$ cat src/rtl/funct_generator_pkg.sv
// Shared types and constants for the function-generator sample path.
package funct_generator_pkg;

  typedef enum logic [1:0] {
    IDLE    = 2'd0,
    RUN     = 2'd1,
    READ    = 2'd2,
    CAPTURE = 2'd3
  } reader_state_t;

  // Smallest divider that still lets a pop/capture finish inside one period.
  localparam int MIN_DIV = 2;

endpackage

$ cat src/rtl/funct_generator_period_counter.sv
// Free-running sample-period counter: 0..div_eff, wraps, ticks on the wrap edge.
// The divider is clamped to MIN_DIV and latched only while loading or on a wrap,
// so a div change lands on the next period boundary.
module funct_generator_period_counter
  import funct_generator_pkg::*;
#(
  parameter int DIV_WIDTH = 16
) (
  input  logic                 clk,
  input  logic                 rst_n,
  input  logic                 clr,
  input  logic                 load,
  input  logic [DIV_WIDTH-1:0] div,
  output logic                 tick
);

  logic [DIV_WIDTH-1:0] cnt;
  logic [DIV_WIDTH-1:0] div_eff;
  logic [DIV_WIDTH-1:0] div_clamp;

  assign div_clamp = (div < DIV_WIDTH'(MIN_DIV)) ? DIV_WIDTH'(MIN_DIV) : div;
  assign tick      = !load && (cnt == div_eff);

  // Count while running; hold at zero and track the divider while loading.
  always_ff @(posedge clk or negedge rst_n) begin
    if (!rst_n) begin
      cnt     <= '0;
      div_eff <= DIV_WIDTH'(MIN_DIV);
    end else if (clr || load || tick) begin
      cnt     <= '0;
      div_eff <= div_clamp;
    end else begin
      cnt     <= cnt + 1'b1;
    end
  end

endmodule

$ cat src/rtl/funct_generator_fifo_reader.sv
// Read side of the function-generator sample FIFO: one pop per sample period,
// registered sample hold for the output stage, update strobe and underrun count.
module funct_generator_fifo_reader
  import funct_generator_pkg::*;
#(
  parameter int                    DATA_WIDTH     = 32,
  parameter int                    DIV_WIDTH      = 16,
  parameter int                    UNDERRUN_WIDTH = 8,
  parameter logic [DATA_WIDTH-1:0] RESET_VALUE    = '0
) (
  input  logic                      clk,
  input  logic                      rst_n,
  input  logic                      clrh,
  input  logic                      enh,
  input  logic [DIV_WIDTH-1:0]      div,
  input  logic                      fifo_empty,
  output logic                      fifo_rd_en,
  input  logic [DATA_WIDTH-1:0]     fifo_rd_data,
  output logic [DATA_WIDTH-1:0]     sample,
  output logic                      sample_valid,
  output logic                      underrun,
  output logic [UNDERRUN_WIDTH-1:0] underrun_cnt,
  output logic                      busy
);

  reader_state_t state, state_n;
  logic          tick;
  logic          cnt_load;
  logic          rd_set;
  logic          cap;
  logic          und_hit;

  assign cnt_load = (state == IDLE);
  assign busy     = (state != IDLE);

  funct_generator_period_counter #(
    .DIV_WIDTH (DIV_WIDTH)
  ) u_period (
    .clk   (clk),
    .rst_n (rst_n),
    .clr   (clrh),
    .load  (cnt_load),
    .div   (div),
    .tick  (tick)
  );

  // State register; clear forces IDLE ahead of anything the FSM wants.
  always_ff @(posedge clk or negedge rst_n) begin
    if (!rst_n)    state <= IDLE;
    else if (clrh) state <= IDLE;
    else           state <= state_n;
  end

  // Next state plus one-cycle action flags for the output registers.
  always_comb begin
    state_n = state;
    rd_set  = 1'b0;
    cap     = 1'b0;
    und_hit = 1'b0;
    case (state)
      IDLE: if (enh) state_n = RUN;
      RUN: begin
        if (!enh) begin
          state_n = IDLE;
        end else if (tick) begin
          if (!fifo_empty) begin
            state_n = READ;
            rd_set  = 1'b1;
          end else begin
            und_hit = 1'b1;
          end
        end
      end
      // A pop in flight always completes, even if enh has dropped.
      READ: state_n = CAPTURE;
      CAPTURE: begin
        cap     = 1'b1;
        state_n = enh ? RUN : IDLE;
      end
      default: state_n = IDLE;
    endcase
  end

  // Pop pulse and capture strobe, both one cycle wide.
  always_ff @(posedge clk or negedge rst_n) begin
    if (!rst_n) begin
      fifo_rd_en   <= 1'b0;
      sample_valid <= 1'b0;
    end else begin
      fifo_rd_en   <= rd_set && !clrh;
      sample_valid <= cap && !clrh;
    end
  end

  // Sample hold register: clear wins, otherwise load on capture.
  always_ff @(posedge clk or negedge rst_n) begin
    if (!rst_n)    sample <= RESET_VALUE;
    else if (clrh) sample <= RESET_VALUE;
    else if (cap)  sample <= fifo_rd_data;
  end

  // Sticky underrun flag and saturating count of empty ticks.
  always_ff @(posedge clk or negedge rst_n) begin
    if (!rst_n) begin
      underrun     <= 1'b0;
      underrun_cnt <= '0;
    end else if (clrh) begin
      underrun     <= 1'b0;
      underrun_cnt <= '0;
    end else if (und_hit) begin
      underrun     <= 1'b1;
      if (underrun_cnt != '1) underrun_cnt <= underrun_cnt + 1'b1;
    end
  end

endmodule

$ cat config.mk
export PLATFORM = sky130hd
export DESIGN_NAME = funct_generator_fifo_reader
export DESIGN_NICKNAME = d
export VERILOG_FILES = /design/src/rtl/funct_generator_pkg.sv /design/src/rtl/funct_generator_period_counter.sv /design/src/rtl/funct_generator_fifo_reader.sv
export SDC_FILE = /design/constraint.sdc
export NUM_CORES = 1
export LEC_CHECK = 0
export ABC_CLOCK_PERIOD_IN_PS = 2250
export BUFFER_PORTS_ARGS = -buffer_cell sky130_fd_sc_hd__clkbuf_2
export CORE_MARGIN = 1
export CORE_UTILIZATION = 25
export CTS_CLUSTER_DIAMETER = 200
export DETAILED_ROUTE_END_ITERATION = 8
export PLACE_DENSITY = 0.48
export SLEW_MARGIN = 10
export SYNTH_ARGS = -nofsm -noshare
export SYNTH_HDL_FRONTEND = slang
export SYNTH_SLANG_ARGS = --single-unit
$ cat constraint.sdc
create_clock -name clk -period 2.25 [get_ports clk]
set_input_delay 0.225 -clock clk [delete_from_list [all_inputs] [get_ports clk]]
set_output_delay 0.225 -clock clk [all_outputs]
set_load 0.02 [all_outputs]
# Yosys cells after proc, flatten, opt, wreduce, memory -nomap -nowiden
# Cells that the tools add are included.
[totals]
out_inout_bits = 44
wordCells = 58
regBits = 77
[classes]
n_eq_ne = 8
addsub = 2
muxes = 25
n_lt_le_gt_ge = 1
reduce_logical = 14
[ops]
columns = ["op", "count"]
rows = [
  ["32-bit two-way mux", 2],
  ["16-bit two-way mux", 2],
  ["8-bit two-way mux", 3],
  ["16-bit by 1-bit adder with 16-bit output (second input constant)", 1],
  ["16-bit equality test", 1],
  ["16-bit by 2-bit less-than comparator with 1-bit output (second input constant)", 1],
  ["1-bit two-way mux", 12],
  ["2-bit two-way mux", 5],
  ["8-bit by 1-bit adder with 8-bit output (second input constant)", 1],
  ["8-bit inequality test (second input constant)", 1],
  ["2-bit one-hot mux with 4 select lines", 1],
  ["2-bit nonzero test", 4],
  ["2-bit equality test (second input constant)", 2],
  ["4-bit by 3-bit inequality test with 1-bit output (second input constant)", 1],
  ["4-bit inequality test (second input constant)", 1],
  ["1-bit logical AND", 3],
  ["3-bit inequality test (second input constant)", 1],
  ["3-bit AND reduction", 1],
  ["2-bit by 1-bit equality test with 1-bit output (second input constant)", 1],
  ["1-bit zero test", 2],
  ["2-bit zero test", 1],
  ["1-bit logical OR", 2],
  ["2-bit AND reduction", 1],
]

# Longest topological paths before layout
[logic_depth]
word_depth = 8
depth_mapped = 7

# Hierarchy
# Synthesis repeated with hierarchy kept, for this count alone.
[hier_totals]
cells_unflattened = 271
area_unflattened_um2 = 3372.0
[modules_own_cells]
columns = ["module", "area_each_um2", "cells_each", "n_inst", "seq_area_each_um2"]
rows = [
  ["funct_generator_fifo_reader", 1766.7, 136, 1, 1126.1],
  ["funct_generator_period_counter", 1605.3, 135, 1, 802.0],
]

# Worst setup path after synthesis
# No wires, ideal clock.
[synth_timing]
path_kind = "reg-to-reg"
start = "reg u_period.cnt[3]"
end = "reg underrun_cnt[3]"
stages_incl_launch_ff = 7
setup_slack_ps = 336
required_ps = 2122
arrival_time_ps = 1787
setup_ps = 128
path_cell_list = "dfrtp_1 xor2_1 nor4_1 nand4_1 buf_6 nor4_1 mux2_1"
[synth_between]
elab_chain_cells = 7
[synth_lines]
columns = ["item", "line_no", "text"]
rows = [
  ["from (decl)", "funct_generator_period_counter.sv:17", "logic [DIV_WIDTH-1:0] cnt;"],
  ["from (signal assigned)", "funct_generator_period_counter.sv:33", "cnt <= cnt + 1'b1;"],
  ["16-bit equality test", "funct_generator_period_counter.sv:22", "assign tick = !load && (cnt == div_eff);"],
  ["1-bit logical AND", "funct_generator_period_counter.sv:22", ""],
  ["1-bit two-way mux", "funct_generator_fifo_reader.sv:65", "end else if (tick) begin"],
  ["1-bit two-way mux", "funct_generator_fifo_reader.sv:63", "if (!enh) begin"],
  ["1-bit two-way mux", "funct_generator_fifo_reader.sv:60", "case (state)"],
  ["2-bit nonzero test (no line)", "-", ""],
  ["2-bit AND reduction (no line)", "-", ""],
  ["to (signal assigned)", "funct_generator_fifo_reader.sv:112", "if (underrun_cnt != '1) underrun_cnt <= underrun_cnt + 1'b1;"],
  ["to (decl)", "funct_generator_fifo_reader.sv:22", "output logic [UNDERRUN_WIDTH-1:0] underrun_cnt,"],
]
# Every way passes these cells.
# A chain may end at the register's enable or synchronous reset.

# Worst setup path in the final report
[layout_timing]
start = "reg u_period.div_eff[1]"
end = "reg underrun_cnt[4]"
[layout_between]
elab_chain_cells = 7
[layout_lines]
columns = ["item", "line_no", "text"]
rows = [
  ["from (decl)", "funct_generator_period_counter.sv:18", "logic [DIV_WIDTH-1:0] div_eff;"],
  ["from (signal assigned)", "funct_generator_period_counter.sv:28", "div_eff <= DIV_WIDTH'(MIN_DIV);"],
  ["from (signal assigned)", "funct_generator_period_counter.sv:31", "div_eff <= div_clamp;"],
  ["16-bit equality test", "funct_generator_period_counter.sv:22", ""],
  ["1-bit logical AND", "funct_generator_period_counter.sv:22", ""],
  ["1-bit two-way mux", "funct_generator_fifo_reader.sv:65", ""],
  ["1-bit two-way mux", "funct_generator_fifo_reader.sv:63", ""],
  ["1-bit two-way mux", "funct_generator_fifo_reader.sv:60", ""],
  ["2-bit nonzero test (no line)", "-", ""],
  ["2-bit AND reduction (no line)", "-", ""],
]
# Every way passes these cells.

==> flow_results.org <==
** Status
- The run finished with clean final reports.

** Floorplanning
- Die width :: 119 microns
- The initialized floorplan defines 42 standard-cell rows.
- For this configuration, the core starts out at a cell density of 0.257.
- The floorplan step defined a die boundary enclosing 14100 sq um.
- The die is 119 microns tall.
- I/O pins :: 97
- The floorplan step defined a core boundary enclosing 13200 sq um.

** Pwr
- Total power divided by cell area :: 668 nW/um^2
- Proportion of total power due to net switching :: 0.221
- Final total power :: 2980 uW
- Internal Power :: 2320 uW
- The share of total power dissipated in the clock network is 0.460.
- LEAKAGE :: 0.00218 uW
- Of the total power, combinational logic draws 0.060.
- NetSw :: 659 uW
- Across the VDD grid, the largest voltage drop is 0.000323 V.
- Of the total power, registers draw 0.480.

** Synth
- The synthesized design contains 77 register bits.
- Largest area contributor in the netlist :: dfrtp_1
- Instance count of the mapped netlist :: 288
- Share of the synthesized area in the top cell type :: 0.560
- Synth Net Count :: 343
- Distinct cell type count after synthesis :: 38
- Of the total synthesized cell area, the portion taken by full adders, half adders and majority gates is 0.00737.
- Of the total synthesized cell area, the portion taken by AND, OR, NAND and NOR gates is 0.137.
- Largest family of logic cells by synthesized area :: simple AND/OR/NAND/NOR gates
- Multiplexer share of the synthesized area :: 0.0788
- Synth area leaders :: dfrtp_1, a22o_1, mux2_1, xor2_1, nor2_1
- The area fraction in compound gates after synthesis was 0.105.
- Part of the Yosys area used for sequential elements :: 0.568
- Of the total synthesized cell area, the portion taken by XOR and XNOR cells is 0.0696.
- Post-Syn Area :: 3400 sq um
- Yosys printed 0 warnings.
- Dividing the synthesized area by the synthesized cell count gives 11.8 sq um.

** CTS
- For this design, the sink count on the clock tree is 77.
- Worst-Skew Late Latency :: 0.33 ns
- Clock buffer count from CTS :: 9
- Number of H-tree levels :: 3
- TritonCTS built the clock tree.
- Clock root buffer :: clkbuf_16
- In this run the deepest clock path goes through 2 buffers.
- After clock tree synthesis, the clock-pin slew on the worst setup and hold paths is 0.06 ns.

** Global routing
- Antenna violations before repair :: 0
- The total overflow left after global routing is 0.
- The first global-routing pass estimated 13.2 mm of wire.
- GRT Overall Usage :: 0.122
- Entering global routing, the biggest net connects 36 pins.
- The via count of the first global-routing pass is 2577.

** Detailed routing
- Mean routed wirelength per cell :: 13.9 microns
- Number of vias per cell after detailed routing :: 4.45
- The detailed router finished its first iteration with 75 violations.
- First drt pass iteration count :: 4
- The final route contains 2559 vias.
- Residual DRC :: 0
- The detailed router put a total of 3.98 mm of wire on met1.
- Routed signal wires occupy layers up through met4.
- In this run the remaining antenna-violating nets after routing total 0.
- For this block, the routed nets add up to 7.99 mm of wire.
- Summed over all nets, wire length on met3 after detailed routing comes to 458 microns.
- Met2 wire len :: 3.38 mm

** Timing
- Tmin final :: 2.13 ns
- Setup slack on the critical path of the routed design comes to 0.118 ns.
- Setup repair after global routing could not meet its margin everywhere.
- For the pin with the worst max-slew slack, the measured transition is 0.633 ns.
- Based on the critical path, the design can be clocked at up to 0.469 GHz.
- Measured against its own limit, the worst slew margin works out to 0.574.
- Clock skew after layout :: 0.00503 ns
- Setup violations remaining at the end of the flow were counted as 0.
- The number of max-slew violations in the final report is 0.
- Final Cycle Share :: 0.947
- Final Hold Fails :: 0

** Placement
- After legalization and detailed placement, the total HPWL measured 5.59 mm.
- Timing analysis after detailed placement gives a worst setup slack of 0.105 ns.
- Count of buffers from port buffering :: 96
- The congestion estimate from routability-driven global placement came to 0.747.

** Finish
- From synthesis to final layout, the design area changed by 31.2%.
- The net count of the finished layout is 450.
- Most common cell after layout, fill and taps aside :: clkbuf_2
- Layout filler cell count :: 1370
- 0 antenna diodes ended up in the layout.
- Total area of sequential cells :: 1930 sq um
- Highest-count cells in the layout ignoring fill and taps :: clkbuf_2, dfrtp_1, a22o_1
- Area of the multi-input gates :: 1370 sq um
- In the final layout, the share of cells above drive strength 1 is 0.336.

** Critical path
- STA classifies the critical path endpoint as a flop.
- Worst stage delay on the critical path :: 0.54 ns
- The worst setup path is of the flop to flop kind.
- Traced cell by cell, the critical path runs through xor2_1 > nor4_2 > nand4_1 > buf_4 > nor4_1 > mux2_1.
- Required time at the worst-slack endpoint :: 2.46 ns
- Crit path launch type :: flop
- For the worst setup path, the data arrival time is 2.35 ns.
- Along the worst path, the maximum fanout reaches 11.
- The slowest stage of the critical path is the dfstp_2 cell.

** Hold path
- The worst hold path belongs to the class primary input to flop.

** Job
- Across the run, the number of max-cap violations was 0.
[final cells by class]
class	instances	area share
Timing Repair Buffer	110	0.138
Clock buffer	14	0.0615
Inverter	11	0.00926
Clock inverter	1	0.00112
Sequential cell	77	0.433
Tap cell	176	0.0494
Multi-Input combinational cell	186	0.308
[metal layers]
layer / global-route usage / vias to the layer above
met4: 0.0617 / 0
met5: 0 / -
met3: 0.0319 / 13
li1: - / 1241
met2: 0.167 / 81
met1: 0.175 / 1224
[metrics by stage]
stage	hold WS (ns)	TNS, ns	cells	instance area, sq um	util
2_1_floorplan	-0.0706	0	288	3400	-
3_3_place_gp	0.243	0	559	4160	0.314
3_5_place_dp	0.233	0	559	4160	0.314
4_1_cts	0.0966	0	575	4450	0.336
5_1_grt	0.101	-0.0430	575	4460	0.337
6_report	0.113	0	575	4460	0.337
[sequential cells by signal (all words and copies together), names as in the netlist]
name,flops
sample_valid,1
u_period.cnt,16
state,2
underrun_cnt,8
underrun,1
sample,32
fifo_rd_en,1
u_period.div_eff,16
[worst paths after layout]
check,startpoint,to,slack (ns),cells after the start
worst min-delay path,fifo_rd_data[24],sample[24],0.11,2
min in group asynchronous,rst_n,u_period.div_eff[6],0.40,2
worst max register to register,u_period.div_eff[1],underrun_cnt[4],0.12,6
worst min register to register,sample[5],sample[5],0.50,1
worst max-delay path,u_period.div_eff[1],underrun_cnt[4],0.12,6
max in group asynchronous,rst_n,sample[3],1.23,3
[synthesized netlist by cell type, drive strengths merged]
cell type / number
a211oi: 1
a21oi: 2
a222oi: 1
a22o: 32
and2b: 3
and3: 6
and4: 1
buf: 6
clkbuf: 8
clkinv: 1
dfrtp: 76
dfstp: 1
ha: 2
inv: 10
mux2: 22
mux2i: 2
nand2: 5
nand2b: 4
nand3: 14
nand4: 4
nor2: 30
nor2b: 4
nor3: 6
nor3b: 1
nor4: 13
o2111ai: 1
o21ai: 2
o22a: 1
o32a: 1
o32ai: 1
xnor2: 7
xor2: 20
[logic make-up (layout without fill, tap and decap cells)]
kind of cell,Yosys count,after routing
XOR/XNOR,27,27
flip-flops,77,77
buffers and inverters,25,136
AND/OR/NAND/NOR,91,91
adder cells (fa/ha/maj),2,2
AO/OA/AOI/OAI,42,42
multiplexers,24,24
[critical path, delay by kind of cell (launching register included)]
kind / cells / cell delay (ns)
XOR/XNOR: 1 / 0.08
buffers and inverters: 1 / 0.24
AND/OR/NAND/NOR: 3 / 0.79
multiplexers: 1 / 0.35
flip-flops: 1 / 0.54
[repair_timing]
item | 4_1_cts | 5_1_grt
setup endpoints to repair | 0 | 7
setup buffers | 0 | 0
endpoints found under the hold margin | 32 | 0
hold buffers | 1 | 0
resized for setup | 0 | 2
[power by group through the flow]
stage               sequential (uW)  combinational [uW]  clock (uW)
global placement               1450                 180           0
finish                         1430                 178        1370
detailed placement             1450                 181           0
global route                   1430                 203        1490
floorplan                      1450                70.3           0
CTS                            1430                 183        1420
Note: power is estimated with default switching activity, not from simulation.
